==> config.mk <==
export PLATFORM = sky130hd
export DESIGN_NAME = vend_ctrl
export DESIGN_NICKNAME = d
export VERILOG_FILES = /design/src/rtl/vend_pkg.sv /design/src/rtl/vend_ctrl.sv
export SDC_FILE = /design/constraint.sdc
export NUM_CORES = 1
export LEC_CHECK = 0
export CORE_MARGIN = 2
export CORE_UTILIZATION = 55
export CTS_CLUSTER_DIAMETER = 30
export DETAILED_ROUTE_END_ITERATION = 10
export PLACE_DENSITY = 0.83
export SYNTH_ARGS = -nofsm -noshare
export SYNTH_HDL_FRONTEND = slang
export SYNTH_SLANG_ARGS = --single-unit
==> constraint.sdc <==
create_clock -name clk -period 4.2 [get_ports clk]
set_input_delay 0.84 -clock clk [delete_from_list [all_inputs] [get_ports clk]]
set_output_delay 0.84 -clock clk [all_outputs]
set_load 0.005 [all_outputs]
==> src/rtl/vend_pkg.sv <==
// Shared types for the vending transaction controller: FSM states, coin codes
// and the coin-code to 5-cent-unit conversion.
package vend_pkg;

    typedef enum logic [1:0] {
        IDLE     = 2'd0,
        CREDIT   = 2'd1,
        DISPENSE = 2'd2,
        CHANGE   = 2'd3
    } state_t;

    localparam logic [1:0] COIN_NONE = 2'b00;
    localparam logic [1:0] COIN_5    = 2'b01;
    localparam logic [1:0] COIN_10   = 2'b10;
    localparam logic [1:0] COIN_BAD  = 2'b11;

    function automatic logic [1:0] coin_value(input logic [1:0] code);
        case (code)
            COIN_5:  return 2'd1;
            COIN_10: return 2'd2;
            default: return 2'd0;
        endcase
    endfunction

endpackage

==> src/rtl/vend_ctrl.sv <==
// Vending transaction controller: credit accumulation, vend, change and refund.
// Optional inactivity refund in CREDIT is enabled by defining VEND_TIMEOUT_EN.
module vend_ctrl #(
    parameter int PRICE       = 3,
    parameter int MAX_CREDIT  = 6,
    parameter int TIMEOUT_CYC = 1000,
    parameter int CW          = 4
) (
    input  logic          clk,
    input  logic          rst,
    input  logic [1:0]    coin,
    input  logic          sel,
    input  logic          cancel,
    input  logic          disp_ack,
    input  logic          chg_ack,
    output logic          disp_req,
    output logic          chg_req,
    output logic          coin_reject,
    output logic [CW-1:0] credit,
    output logic          busy
);
    import vend_pkg::*;

    localparam logic [CW-1:0] PRICE_U = CW'(PRICE);
    localparam logic [CW-1:0] MAX_U   = CW'(MAX_CREDIT);

    state_t        state_reg;
    logic [CW-1:0] credit_reg;
    logic          disp_req_reg;
    logic          chg_req_reg;
    logic          coin_reject_reg;
    logic          busy_reg;

    logic [CW-1:0] coin_sum;
    logic          coin_ok;
    logic          coin_seen;

    // CW holds MAX_CREDIT + 2, so the trial sum cannot wrap before the ceiling test.
    assign coin_sum  = credit_reg + CW'(coin_value(coin));
    assign coin_ok   = ((coin == COIN_5) || (coin == COIN_10)) && (coin_sum <= MAX_U);
    assign coin_seen = (coin != COIN_NONE);

`ifdef VEND_TIMEOUT_EN
    localparam int TW = $clog2(TIMEOUT_CYC + 1);
    localparam logic [TW-1:0] T_LAST = TW'(TIMEOUT_CYC - 1);
    logic [TW-1:0] timer_reg;
`else
    logic unused_timeout;
    assign unused_timeout = ^TIMEOUT_CYC;
`endif

    always_ff @(posedge clk) begin
        if (rst) begin
            state_reg       <= IDLE;
            credit_reg      <= '0;
            disp_req_reg    <= 1'b0;
            chg_req_reg     <= 1'b0;
            coin_reject_reg <= 1'b0;
            busy_reg        <= 1'b0;
`ifdef VEND_TIMEOUT_EN
            timer_reg       <= '0;
`endif
        end else begin
            coin_reject_reg <= 1'b0;
            case (state_reg)
                IDLE: begin
                    if (coin_ok) begin
                        credit_reg <= coin_sum;
                        state_reg  <= CREDIT;
                    end else if (coin_seen) begin
                        coin_reject_reg <= 1'b1;
                    end
`ifdef VEND_TIMEOUT_EN
                    timer_reg <= '0;
`endif
                end
                CREDIT: begin
                    // Priority: cancel, then coin, then sel (then timeout).
                    if (cancel) begin
                        coin_reject_reg <= coin_seen;
                        state_reg       <= CHANGE;
                        chg_req_reg     <= 1'b1;
                        busy_reg        <= 1'b1;
                    end else if (coin_seen) begin
                        if (coin_ok) begin
                            credit_reg <= coin_sum;
                        end else begin
                            coin_reject_reg <= 1'b1;
                        end
`ifdef VEND_TIMEOUT_EN
                        if (coin_ok) begin
                            timer_reg <= '0;
                        end else if (timer_reg < T_LAST) begin
                            timer_reg <= timer_reg + 1'b1;
                        end
`endif
                    end else if (sel && (credit_reg >= PRICE_U)) begin
                        credit_reg   <= credit_reg - PRICE_U;
                        state_reg    <= DISPENSE;
                        disp_req_reg <= 1'b1;
                        busy_reg     <= 1'b1;
                    end
`ifdef VEND_TIMEOUT_EN
                    else if (timer_reg >= T_LAST) begin
                        state_reg   <= CHANGE;
                        chg_req_reg <= 1'b1;
                        busy_reg    <= 1'b1;
                    end else begin
                        timer_reg <= timer_reg + 1'b1;
                    end
`endif
                end
                DISPENSE: begin
                    coin_reject_reg <= coin_seen;
                    if (disp_ack) begin
                        disp_req_reg <= 1'b0;
                        if (credit_reg != '0) begin
                            state_reg   <= CHANGE;
                            chg_req_reg <= 1'b1;
                        end else begin
                            state_reg <= IDLE;
                            busy_reg  <= 1'b0;
                        end
                    end
                end
                CHANGE: begin
                    coin_reject_reg <= coin_seen;
                    if (chg_ack) begin
                        credit_reg <= credit_reg - 1'b1;
                        if (credit_reg == CW'(1)) begin
                            state_reg   <= IDLE;
                            chg_req_reg <= 1'b0;
                            busy_reg    <= 1'b0;
                        end
                    end
                end
                default: state_reg <= IDLE;
            endcase
        end
    end

    assign disp_req    = disp_req_reg;
    assign chg_req     = chg_req_reg;
    assign coin_reject = coin_reject_reg;
    assign credit      = credit_reg;
    assign busy        = busy_reg;

endmodule

# == Yosys cells after proc, flatten, opt, wreduce, memory -nomap -nowiden ==
# Index checks and enable logic that the tools add are counted.
# op_classes
addsub,3
order_cmp,2
n_eq_ne,19
n_mux,37
reduce_logical,15
# op_table
op,count
4-bit 2-to-1 mux,5
2-bit inequality test (second input constant),10
1-bit 2-to-1 mux,17
2-bit 2-to-1 mux,8
4-bit one-hot mux with 3 select lines,1
6-bit AND reduction,2
3-bit inequality test (second input constant),3
1-bit one-hot mux with 3 select lines,3
2-bit one-hot mux with 4 select lines,1
7-bit AND reduction,1
2-bit == test (second input constant),3
3-bit nonzero test,2
5-bit AND reduction,1
4-bit by 2-bit adder with 4-bit output,1
2-bit by 1-bit == test with 1-bit output (second input constant),2
4-bit by 1-bit == test with 1-bit output (second input constant),1
4-bit by 2-bit >= comparator with 1-bit output (second input constant),1
4-bit by 3-bit <= comparator with 1-bit output (second input constant),1
2-bit one-hot mux with 2 select lines,1
4-bit AND reduction,1
2-bit nonzero test,2
4-bit nonzero test,1
4-bit by 1-bit subtractor with 4-bit output (second input constant),1
4-bit by 2-bit subtractor with 4-bit output (second input constant),1
other kinds (5),6
# totals
register_bits,10
input_bits,8
out_inout_bits,8

# == Longest topological paths before layout ==
# depth
word_depth,9
ltp_mapped,9
mapped_depth_nobuf,9

# == Worst setup path before layout ==
# No wires, ideal clock.
# synth_path
path_type,input port to flip-flop
start,in coin[1]
end,"reg credit_reg[0], in the netlist credit[0]"
arrival_time_ns,2.593
required_time_ns,4.097
path_slack_ns,1.504
stages,9
path_buffers,0
path_cell_list,inv_1 ha_1 ha_1 fa_1 a31oi_1 o21ai_1 nor3_1 o211a_1 a2111oi_2
# synth_via
elab_chain_len,9
elab_cells_between_ends,14
classes_between,1 x add/sub; 1 x order compare; 3 x eq/ne; 5 x mux; 4 x reduce/logical
# synth_rtl
item,line,source
from (decl),vend_ctrl.sv:11,"input logic [1:0] coin,"
2-bit == test / 2-bit by 1-bit == test with 1-bit output (equally long branches),"vend_pkg.sv:18, vend_ctrl.sv:40",
2-bit one-hot mux with 2 select lines,vend_pkg.sv:18,case (code)
4-bit by 2-bit adder with 4-bit output,vend_ctrl.sv:39,assign coin_sum = credit_reg + CW'(coin_value(coin));
4-bit by 3-bit <= comparator with 1-bit output,vend_ctrl.sv:40,assign coin_ok = ((coin == COIN_5) || (coin == COIN_10)) && (coin_sum <= MAX_U);
1-bit logical AND,vend_ctrl.sv:40,
4-bit 2-to-1 mux,"vend_ctrl.sv:67, vend_ctrl.sv:85",
4-bit 2-to-1 mux,vend_ctrl.sv:84,end else if (coin_seen) begin
4-bit 2-to-1 mux,vend_ctrl.sv:79,if (cancel) begin
4-bit one-hot mux with 3 select lines,vend_ctrl.sv:65,case (state_reg)
to (signal assigned),vend_ctrl.sv:68,credit_reg <= coin_sum;
to (signal assigned),vend_ctrl.sv:86,credit_reg <= coin_sum;
to (signal assigned),vend_ctrl.sv:98,credit_reg <= credit_reg - PRICE_U;
to (decl),vend_ctrl.sv:28,logic [CW-1:0] credit_reg;
# Parallel ways exist; a longest one is shown, timed or not. The select of a mux whose other input is x is not followed.
# A chain may end at the register's enable or synchronous reset.

# == Worst setup path in the final report ==
# Same ends and word-level chain as after synthesis.

==> reports/qor.csv <==
stage;metric;value;unit
timing;final setup violation count;0;
routing;DR vias/cell;6.52;
synth;synthesized area;893;um^2
critical_path;CP Launch Type;primary input;
final_layout;most frequent cells in the layout;clkdlybuf4s50_1, nor2_1, dfxtp_1;
flow_run;# Max-Cap Violations;0;
synth;post-synth top area share;22.4;%
clock_tree;Post-CTS Setup Bufs;0;
final_layout;# diodes;0;
place;pre-CTS WS;0.770;ns
floorplanning;die width;44.3;um
timing;clk_skew;0.00749;ns
synth;post-synth cell types;42;
power_and_ir_drop;VDD IR-drop max;0.000309;V
floorplanning;core footprint;1510;um^2
routing;Vias;920;
timing;Final Hold Fails;0;
clock_tree;clk_lat worst skew;0.26;ns
floorplanning;io pins;16;
final_layout;layout cells sized above 1;6.40;%
final_layout;fillers;129;
routing;First-pass DRT Iterations;4;
synth;Post-Syn Instances;111;
final_layout;Largest register FFs;4;
timing;max_slew headroom;67.1;%
critical_path;Worst setup EP type;flip-flop;
routing;routed length per instance;16.0;um
clock_tree;cts bufs inserted;3;
floorplanning;Starting Density;59.3;%
floorplanning;Die ar.;1960;um^2
power_and_ir_drop;Cell Pwr Density;472;nW/um^2
routing;WL met2;1020;um
place;Port-buffer cells;15;
timing;Worst-Margin Slew;0.493;ns
routing;DRC;0;
floorplanning;FP Rows;14;
synth;register area share after synthesis;22.4;%
routing;initial detailed-routing violation count;22;
hold_path;Min-Delay Path Class;reg -> reg;
critical_path;crit-path max FO;5;
synth;Post-synth EDFFs;0;
power_and_ir_drop;Leak;0.418;nW
routing;Metal-1 WL;1020;um
critical_path;Arr. time, crit path;3.32;ns
timing;unrepaired setup endpoints after global routing;false;
synth;Syn Area/Cell;8.05;um^2
run_status;run status;finished clean;
final_layout;Layout Nets;144;
clock_tree;hold_buf cts;0;
clock_tree;TritonCTS clock tree;done;
place;RD Place Congestion;0.915;
timing;fmax;0.317;GHz
timing;final slew viol count;0;
synth;Seq cells post-synth;10;
timing;Fin Setup TNS;0;ns
synth;Synth Warn #;0;
synth;Synth Flop Type;dfxtp_1;
global_routing;antenna violations before repair;0;
clock_tree;clk root buf;clkbuf_4;
timing;period utilization;75.2;%
clock_tree;# clock sinks;10;
routing;antenna viol nets, final;0;
routing;WL final;2260;um
routing;metal3 WL;192;um
global_routing;gr ovfl total;0;
synth;asr flop ratio synth;0;%
final_layout;most common cell after layout, fill and taps aside;clkdlybuf4s50_1;
global_routing;pin count of the biggest net entering global routing;15;
global_routing;number of global-route vias before repair;820;
clock_tree;Reg clk slew, reported paths;0.07;ns
routing;highest routed layer;met4;
synth;ranking of synthesized cells by area;dfxtp_1, ha_1, nor2_1, nand2b_1, a21oi_1;
clock_tree;# resized after CTS;0;
timing;final worst setup slack;1.04;ns
synth;synthesized net count;128;
place;HPWL after DPL;1720;um
global_routing;first-pass GRT wire length;3710;um
clock_tree;CTS Buffer Depth;2;
clock_tree;H-tree depth;1;
global_routing;GR Util All Layers;25.4;%
critical_path;WS Path Type;in -> reg;
timing;final worst path period need;3.16;ns
critical_path;Critical Path RT;4.37;ns
final_layout;Syn-to-layout area delta;18.9;%
floorplanning;Die Span Y;44.3;um
synth;leading area contributor after synthesis;dfxtp_1;
synth_stat cells, types with 3 or more instances:
cell	instances
a211oi_1	3
a21oi_1	8
dfxtp_1	10
ha_1	8
inv_1	9
nand2_1	4
nand2b_1	7
nand3_1	4
nor2_1	12
nor3_1	3
o21a_1	4
o21ai_0	4
final timing paths:
kind                            slack [ns]         to       from  cells past startpoint
worst min register to register        0.46   disp_req   disp_req                      1
worst max-delay path                  1.04  credit[0]    coin[1]                     10
worst min-delay path                  0.46   disp_req   disp_req                      1
worst max register to register        1.71  credit[0]  credit[0]                      7
report_power, final:
part	internal (mW)	total, mW	switching, mW
clock	0.0331	0.0657	0.0326
combinational	0.127	0.265	0.138
sequential	0.117	0.170	0.0530
layer usage:
metal,global-route usage [%],vias to the layer above
li1,-,447
met5,0,-
met1,35.8,422
met2,39.7,47
met4,3.64,0
met3,6.94,4
per-stage QoR:
step	power [mW]	cell area [um^2]	std cells	hold WS, ns	util, %
2_1_floorplan	0.346	893	111	0.464	-
3_3_place_gp	0.422	1040	138	0.447	69.0
4_1_cts	0.500	1060	141	0.467	70.5
5_1_grt	0.540	1060	141	0.512	70.5
3_5_place_dp	0.432	1040	138	0.452	69.0
6_report	0.501	1060	141	0.464	70.5
logic make-up after synthesis:
group	share of synthesized area (%)
AO/OA/AOI/OAI	34.7
XOR/XNOR	0.981
adder cells (fa/ha/maj)	13.4
buffers and inverters	6.44
flip-flops	22.4
multiplexers	2.24
AND/OR/NAND/NOR	19.7
final cells by class:
type | count | area [um^2] | area share (%)
Sequential cell | 10 | 200 | 18.8
Inverter | 9 | 33.8 | 3.18
Timing Repair Buffer | 15 | 150 | 14.1
Clock buffer | 3 | 22.5 | 2.12
Multi-Input combinational cell | 88 | 636 | 59.8
Tap cell | 16 | 20.0 | 1.88
critical path, stage by stage:
cell and delay (ns):
clkdlybuf4s50_1 0.47, inv_1 0.06, ha_1 0.18, ha_1 0.21
fa_1 0.48, a31oi_1 0.18, o21ai_1 0.10, nor2_1 0.35
a211oi_1 0.16, a2111oi_2 0.28
No activity file was read; power rests on OpenSTA's default activity.
